<file path="config.mk">
export PLATFORM = sky130hd
export DESIGN_NAME = rf_dual_flat
export DESIGN_NICKNAME = d
export VERILOG_FILES = /design/src/rtl/rf_dual_if.sv /design/src/rtl/rf_dual.sv /design/src/flat_wrapper.sv
export SDC_FILE = /design/constraint.sdc
export NUM_CORES = 1
export LEC_CHECK = 0
export BUFFER_PORTS_ARGS = -buffer_cell sky130_fd_sc_hd__buf_2
export CAP_MARGIN = 20
export CORE_ASPECT_RATIO = 2
export CORE_UTILIZATION = 58
export DETAILED_ROUTE_END_ITERATION = 6
export PLACE_DENSITY = 0.78
export SYNTH_ARGS = -nofsm -noshare
export SYNTH_HDL_FRONTEND = slang
export SYNTH_SLANG_ARGS = --single-unit
</file>
<file path="constraint.sdc">
create_clock -name clk -period 2.43 [get_ports clk]
set_clock_uncertainty 0.05 [all_clocks]
set_input_delay 0.243 -clock clk [delete_from_list [all_inputs] [get_ports clk]]
set_output_delay 0.243 -clock clk [all_outputs]
set_load 0.03 [all_outputs]
</file>
<file path="src/rtl/rf_dual_if.sv">
// Bus bundle for the rf_dual register file: write port, two read ports,
// clear request and status, plus the sequencer state exposed for debug.
interface rf_dual_if #(
    parameter int DATA_W = 8,
    parameter int ADR_W  = 3
);
    // ready is a level status, not a per-transfer handshake: while it is low
    // the file is sweeping, ce writes are ignored and reads return zero.
    // A write is accepted on any rising edge with ce=1 and ready=1 (and clr=0);
    // a read address sampled on an edge yields its data after that edge.
    logic              ce;
    logic [ADR_W-1:0]  wr_adr;
    logic [DATA_W-1:0] data_in;
    logic [ADR_W-1:0]  rd_adr_a;
    logic [ADR_W-1:0]  rd_adr_b;
    logic              clr;
    logic [DATA_W-1:0] data_out_a;
    logic [DATA_W-1:0] data_out_b;
    logic              ready;
    logic [0:0]        dbg_state;
    logic [ADR_W-1:0]  dbg_ptr;

    modport master (
        output ce, wr_adr, data_in, rd_adr_a, rd_adr_b, clr,
        input  data_out_a, data_out_b, ready, dbg_state, dbg_ptr
    );

    modport slave (
        input  ce, wr_adr, data_in, rd_adr_a, rd_adr_b, clr,
        output data_out_a, data_out_b, ready, dbg_state, dbg_ptr
    );
endinterface

</file>
<file path="src/rtl/rf_dual.sv">
// Register file with one write port, two registered read ports with
// write-to-read bypass, and a clear sequencer that zeroes every register.
module rf_dual #(
    parameter int DATA_W   = 8,
    parameter int ADR_W    = 3,
    parameter int ZERO_REG = 0
) (
    input  logic      clk,
    input  logic      rst,
    rf_dual_if.slave  bus
);
    localparam int DEPTH = 2 ** ADR_W;
    localparam logic [ADR_W-1:0] PTR_LAST = ADR_W'(DEPTH - 1);

    localparam logic [0:0] ST_CLEAR = 1'b0;
    localparam logic [0:0] ST_RUN   = 1'b1;

    logic [0:0]        state;
    logic [ADR_W-1:0]  ptr;
    logic              ready_q;
    logic [DATA_W-1:0] out_a_q;
    logic [DATA_W-1:0] out_b_q;
    logic [DATA_W-1:0] regs [DEPTH];

    logic              run;
    logic              wr_drop;
    logic              wr_eff;
    logic [DATA_W-1:0] rd_a_val;
    logic [DATA_W-1:0] rd_b_val;

    // Read mux shared by both ports: stored value, bypassed new data, or
    // the hardwired zero of register 0 (which overrides the bypass).
    function automatic logic [DATA_W-1:0] read_sel(
        input logic [ADR_W-1:0]  adr,
        input logic [DATA_W-1:0] stored,
        input logic              bypass_en,
        input logic [ADR_W-1:0]  bypass_adr,
        input logic [DATA_W-1:0] bypass_data
    );
        logic [DATA_W-1:0] val;
        val = stored;
        if (bypass_en && (bypass_adr == adr)) val = bypass_data;
        if ((ZERO_REG != 0) && (adr == '0)) val = '0;
        return val;
    endfunction

    always_comb begin
        run      = (state == ST_RUN);
        wr_drop  = (ZERO_REG != 0) && (bus.wr_adr == '0);
        wr_eff   = run && bus.ce && !bus.clr && !wr_drop;
        rd_a_val = read_sel(bus.rd_adr_a, regs[bus.rd_adr_a], wr_eff,
                            bus.wr_adr, bus.data_in);
        rd_b_val = read_sel(bus.rd_adr_b, regs[bus.rd_adr_b], wr_eff,
                            bus.wr_adr, bus.data_in);
    end

    always_ff @(posedge clk) begin
        if (rst) begin
            state   <= ST_CLEAR;
            ptr     <= '0;
            ready_q <= 1'b0;
            out_a_q <= '0;
            out_b_q <= '0;
        end else begin
            case (state)
                ST_CLEAR: begin
                    ptr     <= ptr + 1'b1;
                    out_a_q <= '0;
                    out_b_q <= '0;
                    if (ptr == PTR_LAST) begin
                        state   <= ST_RUN;
                        ready_q <= 1'b1;
                    end
                end
                ST_RUN: begin
                    out_a_q <= rd_a_val;
                    out_b_q <= rd_b_val;
                    if (bus.clr) begin
                        state   <= ST_CLEAR;
                        ptr     <= '0;
                        ready_q <= 1'b0;
                    end
                end
                default: begin
                    state   <= ST_CLEAR;
                    ptr     <= '0;
                    ready_q <= 1'b0;
                end
            endcase
        end
    end

    // Storage carries no reset; the sweep is what brings it to zero.
    always_ff @(posedge clk) begin
        if (!rst) begin
            if (state == ST_CLEAR) begin
                regs[ptr] <= '0;
            end else if (wr_eff) begin
                regs[bus.wr_adr] <= bus.data_in;
            end
        end
    end

    assign bus.data_out_a = out_a_q;
    assign bus.data_out_b = out_b_q;
    assign bus.ready      = ready_q;
    assign bus.dbg_state  = state;
    assign bus.dbg_ptr    = ptr;
endmodule

</file>
<file path="src/flat_wrapper.sv">
// flat-port wrapper written by rule: the top's interface ports become plain ports
module rf_dual_flat 
#(
    parameter int DATA_W   = 8,
    parameter int ADR_W    = 3,
    parameter int ZERO_REG = 0
)
  (clk, rst, bus_ce, bus_wr_adr, bus_data_in, bus_rd_adr_a, bus_rd_adr_b, bus_clr, bus_data_out_a, bus_data_out_b, bus_ready, bus_dbg_state, bus_dbg_ptr);
  rf_dual_if #(.DATA_W(DATA_W), .ADR_W(ADR_W)) bus_i ();
  input  logic clk;
  input  logic rst;
  input wire logic [$bits(bus_i.ce)-1:0] bus_ce;
  input wire logic [$bits(bus_i.wr_adr)-1:0] bus_wr_adr;
  input wire logic [$bits(bus_i.data_in)-1:0] bus_data_in;
  input wire logic [$bits(bus_i.rd_adr_a)-1:0] bus_rd_adr_a;
  input wire logic [$bits(bus_i.rd_adr_b)-1:0] bus_rd_adr_b;
  input wire logic [$bits(bus_i.clr)-1:0] bus_clr;
  output wire logic [$bits(bus_i.data_out_a)-1:0] bus_data_out_a;
  output wire logic [$bits(bus_i.data_out_b)-1:0] bus_data_out_b;
  output wire logic [$bits(bus_i.ready)-1:0] bus_ready;
  output wire logic [$bits(bus_i.dbg_state)-1:0] bus_dbg_state;
  output wire logic [$bits(bus_i.dbg_ptr)-1:0] bus_dbg_ptr;
  assign bus_i.ce = bus_ce;
  assign bus_i.wr_adr = bus_wr_adr;
  assign bus_i.data_in = bus_data_in;
  assign bus_i.rd_adr_a = bus_rd_adr_a;
  assign bus_i.rd_adr_b = bus_rd_adr_b;
  assign bus_i.clr = bus_clr;
  assign bus_data_out_a = bus_i.data_out_a;
  assign bus_data_out_b = bus_i.data_out_b;
  assign bus_ready = bus_i.ready;
  assign bus_dbg_state = bus_i.dbg_state;
  assign bus_dbg_ptr = bus_i.dbg_ptr;
  rf_dual #(.DATA_W(DATA_W), .ADR_W(ADR_W), .ZERO_REG(ZERO_REG)) u_core (.clk(clk), .rst(rst), .bus(bus_i));
endmodule
</file>
Yosys cells after proc, flatten, opt, wreduce, memory -nomap -nowiden
Memories as Yosys holds them, arrays and structs flattened.
Index checks and enable logic that the tools add are counted.
- logic and storage cells: 42
- register bits after elaboration: 21
- output and inout bits: 21
- memory bits (writable): 64
- memories: 1
- bitwise gates (word level): 1
- reduce and logical (&&, ||, !) cells: 7
- muxes and demuxes: 22
- equality and inequality tests: 5
- add/sub/neg operators: 1
- memory list (name ; words ; width ; rd ports ; clocked after memory_dff ; wr ports ; line ; text):
    u_core.regs ; 8 ; 8 ; 2 ; 0 ; 1 ; rf_dual.sv:23 ; logic [DATA_W-1:0] regs [DEPTH];
- operator list (operator ; count):
    8-bit one-hot mux with 2 select lines ; 2
    8-bit two-way mux ; 3
    1-bit two-way mux ; 12
    8-bit OR reduction ; 1
    3-bit equality test ; 2
    3-bit two-way mux ; 2
    3-bit one-hot mux with 2 select lines ; 1
    1-bit logical AND ; 4
    1-bit one-hot mux with 2 select lines ; 2
    3-bit by 1-bit adder with 3-bit output, second input constant ; 1
    3-bit equality test, second input constant ; 1
    2-bit by 1-bit inequality test with 1-bit output, second input constant ; 1
    2-bit inequality test, second input constant ; 1
    2-bit AND reduction ; 1
    1-bit zero test ; 1
    1-bit NOT ; 1

Logic depth before layout (Yosys ltp)
- word-level depth: 8
- gate-level depth with buffers: 7
- gate-level depth less buffers: 5

Worst setup path before layout
Ideal clock, no wire load.
- path kind: flip-flop to flip-flop
- from: register u_core.state, in the netlist u_core.bus.dbg_state
- to: memory u_core.regs[6][0], enable pin
- required time: 2010 ps
- stages on the path, launching flop included: 5
- data arrival time: 1620 ps
- period minus slack after synthesis: 2040 ps
- path slack: 390 ps
- setup time: 370 ps
- buffers on the path: 1
- cell sequence: dfxtp_1 and4bb_2 clkbuf_1 a31oi_1 nor2_1
- longest elaborated chain between the ends: 8
- elaborated cells between the ends (all ways): 12
- those cells by class: mux: 9; reduce/logical: 3
- ends and longest elaborated chain (element ; line ; text):
    start: declaration ; rf_dual.sv:18 ; logic [0:0] state;
    start signal: assignment ; rf_dual.sv:59 ; state <= ST_CLEAR;
    start signal: assignment ; rf_dual.sv:71 ; state <= ST_RUN;
    start signal: assignment ; rf_dual.sv:79 ; state <= ST_CLEAR;
    1-bit logical AND (2 in series) ; rf_dual.sv:50 ; wr_eff = run && bus.ce && !bus.clr && !wr_drop;
    1-bit two-way mux ; rf_dual.sv:98 ; end else if (wr_eff) begin
    1-bit two-way mux ; rf_dual.sv:96 ; if (state == ST_CLEAR) begin
    1-bit two-way mux ; rf_dual.sv:95 ; if (!rst) begin
    1-bit two-way mux (not written as such) ; rf_dual.sv:99 ; regs[bus.wr_adr] <= bus.data_in;
    8-bit OR reduction (no source line) ; - ;
    3-bit two-way mux (no source line) or 1-bit two-way mux (tied branches) ; - ;
    end: declaration ; rf_dual.sv:23 ;
Parallel ways exist; a longest one is shown, timed or not.

Worst setup path in the final report
- from: register u_core.state, in the netlist u_core.bus.dbg_state
- to: register u_core.out_a_q[2], in the netlist u_core.bus.data_out_a[2]
- longest elaborated chain between the ends: 5
- elaborated cells between the ends (all ways): 6
- those cells by class: mux: 2; bitwise: 1; reduce/logical: 3
- ends and longest elaborated chain (element ; line ; text):
    1-bit logical AND (2 in series) ; rf_dual.sv:50 ;
    1-bit logical AND ; rf_dual.sv:42 ; if (bypass_en && (bypass_adr == adr)) val = bypass_data;
    8-bit two-way mux ; rf_dual.sv:42 ;
    8-bit one-hot mux with 2 select lines (*) ; rf_dual.sv:65 ; case (state)
    end signal: assignment ; rf_dual.sv:76 ; out_a_q <= rd_a_val;
    end: declaration ; rf_dual.sv:21 ; logic [DATA_W-1:0] out_a_q;
Every way passes the cells marked *; elsewhere a longest branch is shown, timed or not.
A chain may end at the register's enable or synchronous reset.

==> results.cfg <==
[logic_synthesis]
ys_types = 30
yosysWarningCount = 0
seq_area_frac_synth = 0.586
syn_area_per_cell_um2 = 16.4
synth_area_um2 = 4000
ys_ff_latch = 85
syn_inst = 244
synth_nets = 267

[timing]
clock.fmax_mhz = 463
timing.final.crit_share = 0.888
fin_crit_ns = 2.16
setup-tns-final_ns = 0
drv_slew = 0
slew_headroom = 0.334
setup_viol = 0
rsz0062_at_grt = no
finalHoldViolations = 0
worst_slew_pin_slew_ns = 0.996
timing.final.ws_setup_ns = 0.272

[critical_path]
cp_max_fo = 16
crit_path_end_kind = register
r2r_slack_ns = 0.27
cp_data_required_time_ns = 2.56
reg2regPathDepth = 5
cp.buffers_inverters = 1
critical_path_class = reg2reg
worstPathArrival_ns = 2.29
cpLargestDelayFamily = simple AND/OR/NAND/NOR gates
crit_end = u_core.bus.data_out_a[2]
critPathLaunch = u_core.bus.dbg_state
reg2reg_to = u_core.bus.data_out_a[2]
path_cells = buf_4, nand3b_1, or4_1, nor2_1, a211oi_2
slowest_delay_ns = 0.97
r2r-start = u_core.bus.dbg_state
critical_path_depth = 5
critPathSlowestCell = or4_1
cp-start-kind = register

[grt]
grt_usage = 0.279
grt_pass1_vias = 2552
grt_util_met1 = 0.290
grt-ovfl-total = 0
antenna_found_initial = 0
top_usage_layer = met2
grt_max_degree = 17
grt_first_pass_wirelength_um = 13200
gr-usage-met3 = 0.0586
use_met2 = 0.481

[final_layout]
nNetsFinal = 313
multiInputGateArea_um2 = 1530
nFillCells = 461
final_core_util = 0.692
regArea_um2 = 2340
diodes = 0
drive_gt1_frac = 0.380
area_growth_pct = 14.8
fin_cells = 383

[floorplan]
ioPinCount = 42
dieArea_um2 = 7240
fp.coreArea_um2 = 6620
row_count = 42
initial_core_util = 0.603
die_w_um = 60.7
die_h_um = 119

[power_and_ir_drop]
p_sw_uw = 660
powerDensity_nw_per_um2 = 687
peakVddDrop_v = 0.000496
finalPower_mw = 3.15
power_frac_seq = 0.509
p_int_mw = 2.49
clkPwrFrac = 0.411
p_comb_frac = 0.080
p_leak_nw = 1.69
swShare = 0.210

[detailed_routing]
wl_per_cell_um = 22.9
first_iter_violations = 114
ant_nets = 0
routed_wl_um = 8780
first_pass_iters = 4
avgViaCountPerCell = 6.18
drc_errors = 0
via_count = 2366

[placed_design]
place_ws_ns = 0.238
io_buffers = 41
hpwl_um = 5970
place_congestion = 0.798
placed_cells = 366

[hold_path]
holdCritPathClass = in2reg

[outcome]
outcome = completed

[cts]
post-cts-setup-buffers = 0
htree_levels = 3
cts_resized = 0
clk_path_buf_depth = 2
cts.sinks = 85
cts_tree = yes
cts_root_buffer = clkbuf_16
ctsHoldBuffers = 0
cts_buffers = 9
clk_latency_ns = 0.34
path_clk_slew_ns = 0.06

[flow_run]
drv_cap = 0
## cell families (layout without fill, tap and decap cells)
family / after synthesis / count (layout) / share of synthesized area
AOI/OAI and AO/OA: 27 / 27 / 0.0676
xor gates and xnor gates: 6 / 6 / 0.0132
adders and majority gates: 2 / 2 / 0.00626
buffers and inverters: 21 / 72 / 0.0307
DFF: 85 / 85 / 0.586
muxes: 48 / 48 / 0.225
and+or+nand+nor: 55 / 55 / 0.0708
## worst min path at each step
stage	from	endpoint	cells past startpoint
after floorplan	bus_clr	u_core.bus.dbg_ptr[1]	2
after global placement	u_core.bus.ready	u_core.bus.ready	2
after detailed placement	u_core.bus.ready	u_core.bus.ready	2
after CTS	rst	u_core.bus.dbg_ptr[0]	3
after global routing	rst	u_core.bus.dbg_ptr[1]	3
final	rst	u_core.bus.dbg_ptr[0]	3
## Yosys cell counts
master,instances,area share
buf_4,1,0.0019
nor3b_1,2,0.0038
buf_6,4,0.011
and2_1,8,0.013
buf_2,8,0.010
dfxtp_1,21,0.11
mux4_2,27,0.15
or4_1,2,0.0038
xor2_1,6,0.013
nand4b_1,1,0.0022
o21bai_1,1,0.0019
nand2b_1,4,0.0063
nor2_1,29,0.027
buf_1,1,0.00094
clkbuf_1,5,0.0047
a21o_1,1,0.0019
a211oi_2,16,0.050
ha_1,2,0.0063
inv_1,2,0.0019
a31oi_1,4,0.0063
mux4_1,5,0.033
and4bb_2,1,0.0031
nor3_1,1,0.0013
nand3b_1,3,0.0056
edfxtp_1,64,0.48
o21ba_2,1,0.0025
mux2i_1,16,0.040
nand2_1,2,0.0019
a21oi_1,4,0.0050
nor2b_1,2,0.0031
## layout by cell type, fill, tap and decap left out, types with 3 or more instances in the layout
cell type  Yosys  final
buf_4          1     12
xor2_1         6      6
mux2i_1       16     16
nand3b_1       3      3
buf_2          8     41
mux4_2        27     27
nand2b_1       4      4
a21oi_1        4      4
a211oi_2      16     16
a31oi_1        4      4
nor2_1        29     29
clkbuf_16      0      9
edfxtp_1      64     64
dfxtp_1       21     21
mux4_1         5      5
and2_1         8      8
## registers in the layout, indices dropped and copies added, names as in the netlist
register,cells
u_core.bus.data_out_b,8
u_core.bus.dbg_state,1
u_core.bus.ready,1
u_core.regs,64
u_core.bus.data_out_a,8
u_core.bus.dbg_ptr,3
## power groups by stage
stage / clock network, mW / registers [mW] / logic [mW]
after global routing: 1.37 / 1.60 / 0.267
after global placement: 0 / 1.63 / 0.246
final: 1.29 / 1.60 / 0.253
after floorplan: 0 / 1.63 / 0.168
after CTS: 1.32 / 1.60 / 0.254
after detailed placement: 0 / 1.63 / 0.252
## layer usage
layer	up-vias	part of all wire
met4	0	0.032
met1	1183	0.33
met5	-	0
met2	106	0.59
met3	18	0.047
li1	1059	-
## worst register-to-register path: stages (launching register included)
cell and delay (ns):
dfxtp_1 0.32, buf_4 0.17, nand3b_1 0.14, or4_1 0.97, nor2_1 0.29, a211oi_2 0.07
## per-stage QoR
step / hold slack, ns / instance area [um^2]
floorplan: 0.379 / 4000
global placement: 0.429 / 4290
detailed placement: 0.459 / 4290
CTS: 0.168 / 4570
global route: 0.188 / 4580
finish: 0.178 / 4580
## layout make-up
type	count	area share
timing repair buffer	54	0.0677
tap	88	0.0240
inverter	2	0.00164
sequential	85	0.511
clock inverter	5	0.0112
clock buffer	11	0.0508
multi-input combinational	138	0.334
Note: power is estimated with default switching activity, not from simulation.
